==> src/rtl/frame_unpack.sv <==
// Deframer for the packed frame stream: decodes the header into a load/save
// instruction pulse and forwards data beats through a one-entry output register.
module frame_unpack #(
  parameter int DATAWIDTH    = 512,
  parameter int LOAD_INS_LEN = 96,
  parameter int SAVE_INS_LEN = 128,
  parameter int TYPE_LSB     = 128,
  parameter int CNT_W        = 16
) (
  input  logic                    clk,
  input  logic                    rst,
  input  logic                    in_valid,
  output logic                    in_ready,
  input  logic [DATAWIDTH-1:0]    in_data,
  input  logic                    in_last,
  output logic                    load_ins_valid,
  output logic [LOAD_INS_LEN-1:0] load_ins_data,
  output logic                    save_ins_valid,
  output logic [SAVE_INS_LEN-1:0] save_ins_data,
  output logic                    out_valid,
  input  logic                    out_ready,
  output logic [DATAWIDTH-1:0]    out_data,
  output logic                    out_last,
  output logic [CNT_W-1:0]        beat_count,
  output logic                    done,
  output logic                    err
);

  localparam logic [1:0] ST_HDR   = 2'd0;
  localparam logic [1:0] ST_BODY  = 2'd1;
  localparam logic [1:0] ST_FLUSH = 2'd2;
  localparam logic [1:0] ST_SKIP  = 2'd3;

  logic [1:0] state;
  logic [1:0] hdr_type;
  logic       is_load;
  logic       is_save;
  logic       in_fire;
  logic       out_fire;

  assign hdr_type = in_data[TYPE_LSB+1:TYPE_LSB];
  assign is_load  = (hdr_type == 2'b01);
  assign is_save  = (hdr_type == 2'b10);
  assign in_fire  = in_valid && in_ready;
  assign out_fire = out_valid && out_ready;

  always_comb begin
    in_ready = 1'b0;
    case (state)
      ST_HDR:   in_ready = 1'b1;
      ST_BODY:  in_ready = !out_valid || out_ready;
      ST_FLUSH: in_ready = 1'b0;
      ST_SKIP:  in_ready = 1'b1;
      default:  in_ready = 1'b0;
    endcase
  end

  always_ff @(posedge clk) begin
    if (rst) begin
      state          <= ST_HDR;
      load_ins_valid <= 1'b0;
      load_ins_data  <= '0;
      save_ins_valid <= 1'b0;
      save_ins_data  <= '0;
      out_valid      <= 1'b0;
      out_data       <= '0;
      out_last       <= 1'b0;
      beat_count     <= '0;
      done           <= 1'b0;
      err            <= 1'b0;
    end else begin
      load_ins_valid <= 1'b0;
      save_ins_valid <= 1'b0;
      done           <= 1'b0;
      err            <= 1'b0;
      // a beat accepted in the same cycle below overrides this clear
      if (out_fire) out_valid <= 1'b0;

      case (state)
        ST_HDR: begin
          if (in_fire) begin
            beat_count <= '0;
            if (is_load) begin
              load_ins_data  <= in_data[LOAD_INS_LEN-1:0];
              load_ins_valid <= 1'b1;
            end
            if (is_save) begin
              save_ins_data  <= in_data[SAVE_INS_LEN-1:0];
              save_ins_valid <= 1'b1;
            end
            if (is_load || is_save) begin
              if (in_last) done <= 1'b1;
              else         state <= ST_BODY;
            end else begin
              err <= 1'b1;
              if (!in_last) state <= ST_SKIP;
            end
          end
        end
        ST_BODY: begin
          if (in_fire) begin
            out_data  <= in_data;
            out_last  <= in_last;
            out_valid <= 1'b1;
            if (beat_count != '1) beat_count <= beat_count + CNT_W'(1);
            if (in_last) state <= ST_FLUSH;
          end
        end
        ST_FLUSH: begin
          if (out_fire && out_last) begin
            done  <= 1'b1;
            state <= ST_HDR;
          end
        end
        ST_SKIP: begin
          if (in_fire && in_last) state <= ST_HDR;
        end
        default: state <= ST_HDR;
      endcase
    end
  end

endmodule

==> config.mk <==
export PLATFORM = sky130hd
export DESIGN_NAME = frame_unpack
export DESIGN_NICKNAME = d
export VERILOG_FILES = /design/src/rtl/frame_unpack.sv
export SDC_FILE = /design/constraint.sdc
export NUM_CORES = 2
export LEC_CHECK = 0
export ABC_CLOCK_PERIOD_IN_PS = 3000
export CAP_MARGIN = 20
export CORE_AREA = 4 4 491 493
export DETAILED_ROUTE_END_ITERATION = 10
export DIE_AREA = 0 0 495 497
export HOLD_SLACK_MARGIN = 0.1
export PLACE_DENSITY_LB_ADDON = 0.2
export SLEW_MARGIN = 20
export SYNTH_ARGS = -nofsm -noshare
export SYNTH_HDL_FRONTEND = slang
export SYNTH_SLANG_ARGS = --single-unit
export TNS_END_PERCENT = 5
==> constraint.sdc <==
create_clock -name clk -period 3 [get_ports clk]
set_input_delay 0.6 -clock clk [delete_from_list [all_inputs] [get_ports clk]]
set_output_delay 0.6 -clock clk [all_outputs]
set_load 0.01 [all_outputs]
==> reports/qor.csv <==
stage,metric,value,unit
yosys,yosys-top-cells-area,"dfxtp_1, nand2_1, a21oi_1",
grt,overflow,0,
setup_path,start_kind,register,
clock_network,clkTransAtPathRegs,0.06,ns
grt,antenna_found_initial,56,
routing,dr.pass1.iters,6,
finish,nNetsFinal,5109,
yosys,async_flop_share,0,
sta,max_freq,366,MHz
placement,placed_area,0.0432,mm²
clock_network,htreeDepth,3,
yosys,synthFlopType,dfxtp_1,
routing,drc,0,
clock_network,cts_sinks,760,
clock_network,cts_tree,done,
grt,grt_usage,0.144,
routing,post_drt_wl_per_cell,23.6,µm
hold_path,hold_start,rst,
sta,rsz0062_at_grt,false,
floorplanning,rows,179,
routing,drt_iter0_markers,1427,
routing,routed_via_density,3.54,
yosys,synth.avg_cell_area,7.84,µm²
setup_path,crit_type,reg2out,
placement,hpwl,152,mm
setup_path,cp-end-kind,output pin,
yosys,synth_area,0.0263,mm²
placement,io_buffers,1275,
floorplanning,core_area,0.237,mm²
yosys,netlist.area_leader.share,0.578,
yosys,ys_warn_count,0,
hold_path,hp-class,in2reg,
power_and_ir_drop,power_frac_seq,0.361,
finish,drive_gt1_frac,0.0602,
power_and_ir_drop,switchingPower,10.3,mW
routing,vias,27800,
power_and_ir_drop,leakagePower,15.2,nW
power_and_ir_drop,combPwrFrac,0.246,
floorplanning,start_util,0.111,
clock_network,root_buffer,clkbuf_16,
grt,grt_max_degree,116,
power_and_ir_drop,p_per_area,694,mW/mm²
clock_network,clockBufferDepth,3,
power_and_ir_drop,intPower,22.2,mW
yosys,yosysTopAreaCell,dfxtp_1,
floorplanning,die_y,497,µm
placement,routabilityCongestion,0.841,
flow_run,drv_cap,0,
routing,routed_wl,186,mm
power_and_ir_drop,p_sw_frac,0.318,
sta,fin_crit,2.73,ns
sta,finalCritPeriodShare,0.910,
yosys,syn-num-nets,3882,
finish,stdcell_area,0.0468,mm²
hold_path,hold_path_end,out_data[497]$_SDFFE_PP0P_,
clock_network,post-cts-setup-buffers,0,
sta,tns,0,ns
routing,ant_nets,0,
sta,hold_viol_final,0,
hold_path,min_path_cells,2,
setup_path,cp.arrival,2.13,ns
status,status,"complete, no violations",
power_and_ir_drop,power_frac_clock,0.393,
finish,area_delta_synth_final,77.8,%
grt,grt_pass1_wl,246,mm
yosys,synth_edf_count,0,
yosys,synth-seq-area-share,0.578,
floorplanning,die_area,0.246,mm²
grt,first_global_vias,27600,
yosys,ys_ff_latch,760,
floorplanning,die_w,495,µm
power_and_ir_drop,peakVddDrop,0.429,mV
sta,setup_viol,0,
setup_path,path_max_fanout,4,
clock_network,cts_made_buffers,100,
sta,slew_viol_final,0,
setup_path,r2r-start,state[0]$_SDFFE_PP0P_,
sta,clock_skew,0.0404,ns
setup_path,reg2reg_slack,0.54,ns
sta,tightestPinTransition,0.712,ns
yosys,syn-instance-count,3358,
yosys,synth_cell_types,39,
floorplanning,top_level_ports,1276,
sta,relSlewSlack,0.525,
clock_network,clkLatencyLatePin,0.76,ns
setup_path,r2r_cells,8,
setup_path,crit-reg2reg-capture,out_data[85]$_SDFFE_PP0P_,
setup_path,cp.required,2.40,ns
-- cell families (layout without fill, tap and decap cells) --
family | count (synthesis) | after routing | share of synthesized area
AOI/OAI and AO/OA | 776 | 776 | 0.150
xor gates and xnor gates | 2 | 2 | 0.000666
adders and majority gates | 7 | 7 | 0.00333
buffers and inverters | 262 | 1571 | 0.0418
DFF | 760 | 760 | 0.578
other | 0 | 16 | 0
and+or+nand+nor | 1551 | 1551 | 0.226
-- through the flow --
stage	util	setup slack (ns)	power [mW]	hold slack [ns]	instances
4_1_cts	0.197	0.00499	33.4	0.215	7834
2_1_floorplan	-	0.853	14.9	0.473	3358
5_1_grt	0.197	0.118	34.2	0.252	7838
3_5_place_dp	0.183	0.140	20.2	0.446	7650
6_report	0.197	0.271	32.5	0.277	7850
3_3_place_gp	0.183	0.181	20.2	0.441	7650
-- placed cells by master (no fill, tap or decap), types with 2 or more instances in the layout --
cell	n
or2_4	2
bufinv_16	9
buf_4	66
or3_1	6
clkbuf_16	101
ha_1	6
dfxtp_1	760
clkinv_4	3
clkbuf_1	20
nand3_1	13
and3_1	2
nand2b_1	2
nor2b_1	3
or4_1	6
nor2_4	2
o31ai_1	5
nor3_1	3
o32ai_1	2
a211o_1	3
inv_6	2
xor2_1	2
nand4_1	5
clkinv_16	5
a21oi_1	751
clkdlybuf4s50_1	1270
clkinvlp_4	3
buf_12	38
o21ai_0	7
inv_1	11
clkinv_2	18
clkbuf_8	23
nand2_1	1489
diode_2	16
o21a_1	2
nor2_1	10
-- critical path: stages, from the launching register on --
cell      delay, ns
dfxtp_1        0.41
inv_1          0.09
ha_1           0.34
nor2b_1        0.18
a21oi_1        0.19
clkbuf_2       0.20
-- routing by layer --
metal	up-vias	part of all wire	GRT usage
li1	13300	-	-
met1	13100	0.36	0.149
met2	1055	0.51	0.262
met3	212	0.11	0.0669
met4	32	0.019	0.0322
met5	-	0.0010	0
-- state kept, by name (all words and copies together) (netlist names), 2 cells and up --
signal	flops
state	2
save_ins_data	128
out_data	512
load_ins_data	96
beat_count	16
-- area by class of cell --
| type | count | area [µm²] |
|---|---|---|
| multi-input cells | 2336 | 10000 |
| flip-flops and latches | 760 | 15200 |
| diodes | 16 | 40.0 |
| clock buffers | 144 | 2920 |
| clock inverters | 40 | 577 |
| inverters | 11 | 41.3 |
| repair buffers | 1376 | 14000 |
| well taps | 3167 | 3960 |
| fillers | 26700 | 190000 |
-- what timing repair did --
item,in CTS,in global routing
endpoints found under the setup margin,1,1
gates resized for setup,3,1
cloned,0,0
hold buffers,0,0
-- worst max path at each step --
stage	from	endpoint	slack [ns]	cells past startpoint
final	state[0]$_SDFFE_PP0P_	in_ready	0.27	5
after global routing	state[0]$_SDFFE_PP0P_	in_ready	0.12	5
after CTS	state[0]$_SDFFE_PP0P_	in_ready	0.005	5
after detailed placement	in_valid	out_data[85]$_SDFFE_PP0P_	0.14	8
after global placement	in_valid	out_data[85]$_SDFFE_PP0P_	0.18	8
after floorplan	state[0]$_SDFFE_PP0P_	load_ins_data[79]$_SDFFE_PP0P_	0.85	10
-- power by group through the flow --
stage          combinational, mW  sequential (mW)  clock, mW
2_1_floorplan               2.58             12.3          0
3_3_place_gp                8.27             11.9          0
3_5_place_dp                8.27             11.9          0
4_1_cts                     8.29             11.7       13.4
5_1_grt                     8.66             11.8       13.7
6_report                    7.99             11.7       12.8
-- cell usage after synthesis, types with 2 or more instances --
library cell,number
or2_1,2
nand4_1,5
nand2_1,1489
buf_2,88
a211o_1,3
nor3_1,4
dfxtp_1,760
o21ai_0,7
xor2_1,2
nor2b_1,3
a21oi_1,751
ha_1,7
nand3_1,14
o32ai_1,2
buf_1,3
clkbuf_1,158
or3_1,6
or4_1,6
nor2_1,11
and3_1,2
o21a_1,2
inv_1,11
o31ai_1,5
nand2b_1,2
No activity file was read; power rests on OpenSTA's default activity.
